`src/rtl/whack_game_ctrl.sv`:
```
// whack_game_ctrl: whack-a-mole sequencer feeding the frame drawer's state input.
// Synchronises the keys, picks moles with an LFSR, times each mole and keeps
// score / miss / round counters for the current game.
module whack_game_ctrl #(
    parameter int unsigned MOLE_TICKS = 25_000_000,
    parameter int unsigned GAP_TICKS  = 12_500_000,
    parameter int unsigned GAME_MOLES = 20,
    parameter int unsigned MAX_MISSES = 3,
    parameter logic [7:0]  LFSR_SEED  = 8'hA5
) (
    input  logic       iClock,
    input  logic       iResetn,
    input  logic       iStart,
    input  logic [3:0] iHit,
    output logic [2:0] oState,
    output logic       oStateChg,
    output logic [7:0] oScore,
    output logic [1:0] oMisses,
    output logic [4:0] oRound
);

    localparam int unsigned KEY_W    = 5;
    localparam int unsigned TICK_MAX = (MOLE_TICKS > GAP_TICKS) ? MOLE_TICKS : GAP_TICKS;
    localparam int unsigned TIMER_W  = (TICK_MAX > 1) ? $clog2(TICK_MAX) : 1;

    localparam logic [TIMER_W-1:0] GAP_LAST  = TIMER_W'(GAP_TICKS - 1);
    localparam logic [TIMER_W-1:0] MOLE_LAST = TIMER_W'(MOLE_TICKS - 1);

    // Encoding is shared with the frame drawer and must not change.
    typedef enum logic [2:0] {
        ST_START = 3'b000,
        ST_GAME  = 3'b001,
        ST_MOLE1 = 3'b010,
        ST_MOLE2 = 3'b011,
        ST_MOLE3 = 3'b100,
        ST_MOLE4 = 3'b101,
        ST_OVER  = 3'b110
    } state_t;

    state_t               state;
    state_t               state_nxt;
    state_t               mole_sel;
    logic                 state_chg;

    logic [KEY_W-1:0]     key_s1;
    logic [KEY_W-1:0]     key_s2;
    logic [KEY_W-1:0]     key_d;
    logic [KEY_W-1:0]     key_rise;
    logic                 start_rise;
    logic [3:0]           hit_rise;

    logic [7:0]           lfsr;
    logic [TIMER_W-1:0]   timer;
    logic [7:0]           score;
    logic [1:0]           misses;
    logic [4:0]           round;

    logic [3:0]           hole_mask;
    logic                 in_mole;
    logic                 hit_correct;
    logic                 hit_wrong;
    logic                 mole_timeout;
    logic [1:0]           miss_upd;
    logic                 round_end;
    logic                 miss_end;

    logic                 clr_cnt;
    logic                 score_inc;
    logic                 miss_inc;
    logic                 round_inc;
    logic                 timer_run;

    // Two-flop synchroniser plus one delay flop for rising-edge detection of all keys.
    always_ff @(posedge iClock or negedge iResetn) begin
        if (!iResetn) begin
            key_s1 <= '0;
            key_s2 <= '0;
            key_d  <= '0;
        end else begin
            key_s1 <= {iStart, iHit};
            key_s2 <= key_s1;
            key_d  <= key_s2;
        end
    end

    assign key_rise   = key_s2 & ~key_d;
    assign start_rise = key_rise[4];
    assign hit_rise   = key_rise[3:0];

    // Free-running Fibonacci LFSR, taps 8,6,5,4; low two bits choose the next hole.
    always_ff @(posedge iClock or negedge iResetn) begin
        if (!iResetn) begin
            lfsr <= LFSR_SEED;
        end else begin
            lfsr <= {lfsr[6:0], lfsr[7] ^ lfsr[5] ^ lfsr[4] ^ lfsr[3]};
        end
    end

    assign mole_sel = state_t'({1'b0, lfsr[1:0]} + 3'd2);

    // Key mask of the hole whose mole is currently up (zero outside mole states).
    always_comb begin
        hole_mask = 4'b0000;
        case (state)
            ST_MOLE1: hole_mask = 4'b0001;
            ST_MOLE2: hole_mask = 4'b0010;
            ST_MOLE3: hole_mask = 4'b0100;
            ST_MOLE4: hole_mask = 4'b1000;
            default:  hole_mask = 4'b0000;
        endcase
    end

    assign in_mole      = |hole_mask;
    assign hit_correct  = in_mole && (|(hit_rise & hole_mask));
    assign hit_wrong    = in_mole && (|(hit_rise & ~hole_mask));
    assign mole_timeout = in_mole && (timer == MOLE_LAST);
    assign miss_upd     = (misses == 2'd3) ? 2'd3 : misses + 2'd1;
    assign round_end    = (32'(round) + 32'd1) == GAME_MOLES;
    assign miss_end     = 32'(miss_upd) == MAX_MISSES;

    // State register; the change flag marks the first cycle of every new state.
    always_ff @(posedge iClock or negedge iResetn) begin
        if (!iResetn) begin
            state     <= ST_START;
            state_chg <= 1'b0;
        end else begin
            state     <= state_nxt;
            state_chg <= (state_nxt != state);
        end
    end

    // Next-state: hit beats timeout beats wrong-hole miss.
    always_comb begin
        state_nxt = state;
        case (state)
            ST_START: begin
                if (start_rise) state_nxt = ST_GAME;
            end
            ST_GAME: begin
                if (timer == GAP_LAST) state_nxt = mole_sel;
            end
            ST_MOLE1, ST_MOLE2, ST_MOLE3, ST_MOLE4: begin
                if (hit_correct) begin
                    state_nxt = round_end ? ST_OVER : ST_GAME;
                end else if (mole_timeout) begin
                    state_nxt = (round_end || miss_end) ? ST_OVER : ST_GAME;
                end else if (hit_wrong && miss_end) begin
                    state_nxt = ST_OVER;
                end
            end
            ST_OVER: begin
                if (start_rise) state_nxt = ST_START;
            end
            default: state_nxt = ST_START;
        endcase
    end

    // Counter and timer controls derived from the current state and key events.
    always_comb begin
        clr_cnt   = 1'b0;
        score_inc = 1'b0;
        miss_inc  = 1'b0;
        round_inc = 1'b0;
        timer_run = 1'b0;
        case (state)
            ST_START: clr_cnt = start_rise;
            ST_GAME:  timer_run = (state_nxt == state);
            ST_MOLE1, ST_MOLE2, ST_MOLE3, ST_MOLE4: begin
                score_inc = hit_correct;
                miss_inc  = !hit_correct && (mole_timeout || hit_wrong);
                round_inc = hit_correct || mole_timeout;
                timer_run = (state_nxt == state);
            end
            default: ;
        endcase
    end

    // Game counters and the shared gap/mole timer.
    always_ff @(posedge iClock or negedge iResetn) begin
        if (!iResetn) begin
            score  <= '0;
            misses <= '0;
            round  <= '0;
            timer  <= '0;
        end else begin
            if (clr_cnt) begin
                score  <= '0;
                misses <= '0;
                round  <= '0;
            end else begin
                if (score_inc && (score != 8'hFF)) score <= score + 8'd1;
                if (miss_inc)                      misses <= miss_upd;
                if (round_inc)                     round  <= round + 5'd1;
            end
            timer <= timer_run ? timer + TIMER_W'(1) : '0;
        end
    end

    assign oState    = state;
    assign oStateChg = state_chg;
    assign oScore    = score;
    assign oMisses   = misses;
    assign oRound    = round;

endmodule
```
`config.mk`:
```
export PLATFORM = sky130hd
export DESIGN_NAME = whack_game_ctrl
export DESIGN_NICKNAME = d
export VERILOG_FILES = /design/src/rtl/whack_game_ctrl.sv
export SDC_FILE = /design/constraint.sdc
export NUM_CORES = 1
export LEC_CHECK = 0
export ABC_AREA = 1
export BUFFER_PORTS_ARGS = -buffer_cell sky130_fd_sc_hd__buf_2
export CORE_MARGIN = 1.5
export CORE_UTILIZATION = 35
export CTS_BUF_LIST = sky130_fd_sc_hd__clkbuf_4 sky130_fd_sc_hd__clkbuf_8
export DETAILED_ROUTE_END_ITERATION = 10
export PLACE_DENSITY_LB_ADDON = 0.12
export SLEW_MARGIN = 20
export SYNTH_ARGS = -nofsm -noshare
export SYNTH_HDL_FRONTEND = slang
export SYNTH_SLANG_ARGS = --single-unit
```
`constraint.sdc`:
```
create_clock -name iClock -period 3.3 [get_ports iClock]
set_input_delay 0.33 -clock iClock [delete_from_list [all_inputs] [get_ports iClock]]
set_output_delay 0.33 -clock iClock [all_outputs]
set_load 0.02 [all_outputs]
```
==> impl_metrics.ini <==
[run_status]
outcome = finished clean

[final_layout]
finalNonFillerCells = 563
diodes = 0
area_delta_synth_final_pct = 14.4
nets = 441
drive_gt1_frac = 0.210

[die]
dieArea_um2 = 10100
io_pins = 26
start_util = 0.360
die_h_um = 101
core.rowCount = 35
die_w_um = 101
core_um2 = 9240

[clocking]
htreeDepth = 3
post-cts-setup-buffers = 0
path_clk_slew_ns = 0.07
cts-buffers-inserted = 9
cts_resized = 0
cts_tree = done
cts.sinks = 67
cts-hold-fix-buffers = 0
cts_buffer_depth = 2
insertion_delay_ns = 0.35
clock-root-buffer = clkbuf_8

[detailed_routing]
drtPass1Iterations = 4
viasPerCell = 4.44
routed_wl_um = 6550
drc_errors = 0
drtIter0Drc = 96
routedWlPerCell_um = 11.6
via_count = 2501
drtAntennaViolNets = 0

[sta]
period_share = 0.892
relSlewSlack = 0.441
fmax_mhz = 340
finalMaxSlewViolations = 0
tightest_slew_ns = 0.839
finalHoldViolations = 0
holdWs_ns = 0.0823
rsz0062_at_grt = false
finalSetupViolations = 0
timing.final.crit_period_ns = 2.94
finalSetupTns_ns = 0
fin_ws_ns = 0.357
finClkSkew_ns = 0.00780

[yosys]
synth_area_leaders = dfrtp_1, nand2_1, inv_1
ys_types = 31
synth_edf_count = 0
seq_area_frac_synth = 0.505
synthArstFlopShare = 1.00
syn_nets = 406
synth_cells = 394
synth_area_um2 = 3330
ys.warnings.count = 0
synth_seq_cells = 67
yosys-top-cells-count = nand2_1, dfrtp_1, inv_1, nor2_1, nand3_1
synth_top_area_share = 0.473
yosys.area.top_type = dfrtp_1
synth_most_common_cell = nand2_1
yosys_most_used_dff = dfrtp_1
synth.avg_cell_area_um2 = 8.45

[worst_hold_path]
worstHoldPathType = input pin to flop

[placement]
io_buffer_count = 25
dp_cells = 547
dp_slack_ns = 0.340
gp_congestion = 0.840
dp_hpwl_um = 4650

[global_routing]
antenna_found_initial = 0
track_usage = 0.149
grt_max_degree = 68
grt_pass1_wl_um = 11500
globalRoute.totalOverflow = 0
grt_pass1_vias = 2433

[worst_setup_path]
worstPathMaxFanout = 25
crit_arrival_ns = 3.16
end_kind = flop
worstSetupStartpointType = flop
criticalPathCategory = flop to flop
critical_path_required_ns = 3.52

[power]
p_leak_nw = 1.83
p_per_area_nw_per_um2 = 451
power.total_mw = 1.72
ir_worst_vdd_mv = 0.214

[run]
cap_violations = 0
state kept, by name, indices dropped and copies added, names as in the netlist:
register	count
oState	3
key_d	5
lfsr	8
key_s1	5
oRound	5
key_s2	5
oScore	8
timer	25
oMisses	2
oStateChg	1
through the flow:
| stage | utilization | instance area [um^2] |
|---|---|---|
| after global placement | 0.391 | 3610 |
| after global routing | 0.412 | 3810 |
| final | 0.412 | 3810 |
| after CTS | 0.412 | 3810 |
| after detailed placement | 0.391 | 3610 |
| after floorplan | - | 3330 |
cell usage in the layout, fill, tap and decap left out:
cell,n
nand2_1,85
dfrtp_1,63
inv_1,51
nor2_1,48
nand3_1,26
nor2_2,25
buf_2,25
xor2_1,17
nor3_1,11
o21ai_0,11
clkbuf_8,10
a21oi_1,8
nand4_1,7
xnor2_1,6
nand2_2,5
ha_1,5
inv_2,4
dfstp_2,4
buf_4,3
o21ai_2,2
nand3_2,2
clkbuf_4,2
clkinvlp_4,2
nor3_4,1
or3_1,1
o21bai_1,1
nand4_4,1
nor2_4,1
a31o_2,1
o31ai_1,1
or2_2,1
a211oi_1,1
a31oi_1,1
clkinv_2,1
bufinv_16,1
kinds of logic (layout without fill, tap and decap cells):
group                    count (synthesis)  in the layout  share of synthesized area
AND/OR/NAND/NOR                        214            214                      0.299
flip-flops                              67             67                      0.505
buffers and inverters                   59             99                     0.0714
AO/OA/AOI/OAI                           26             26                     0.0451
XOR/XNOR                                23             23                     0.0605
adder cells (fa/ha/maj)                  5              5                     0.0188
where the power goes:
part	total [mW]	switching [mW]	internal [mW]
clock	0.698	0.312	0.385
combinational	0.142	0.0975	0.0442
sequential	0.879	0.0269	0.852
path summary, 6_finish.rpt:
check                      startpoint  slack, ns  cells past startpoint   endpoint
setup / recovery            oState[1]       0.36                     17   timer[3]
hold / removal                iHit[0]       0.08                      1  key_s1[0]
setup reg to reg            oState[1]       0.36                     17   timer[3]
hold reg to reg             key_s1[4]       0.35                      0  key_s2[4]
max in group asynchronous     iResetn       2.59                      2  oRound[3]
min in group asynchronous     iResetn       0.16                      2  timer[18]
per-layer routing:
layer | vias to the layer above | global-route usage | routed length [um]
met5 | - | 0 | 0
met4 | 0 | 0.0596 | 119
met3 | 10 | 0.0576 | 252
met2 | 33 | 0.228 | 2860
met1 | 1162 | 0.190 | 3310
li1 | 1296 | - | -
final cells by class:
cell class / instances / area, um^2
Clock buffer: 12 / 153
Clock inverter: 4 / 50.0
Fill cell: 974 / 5430
Inverter: 55 / 206
Multi-Input combinational cell: 268 / 1410
Sequential cell: 67 / 1680
Tap cell: 129 / 161
Timing Repair Buffer: 28 / 148
critical path: stages, from the launching register on:
cell	delay, ns
dfrtp_1	0.48
inv_1	0.19
ha_1	0.42
nand2_1	0.10
inv_1	0.07
nand3_1	0.09
nand2_2	0.09
o21ai_2	0.22
nor2_1	0.07
nor2_1	0.14
nand2_1	0.09
nand2_1	0.09
nand2_1	0.05
nand2_1	0.06
inv_1	0.07
nand4_4	0.09
buf_4	0.38
nor2_1	0.09
(Power assumes the default switching activity.)
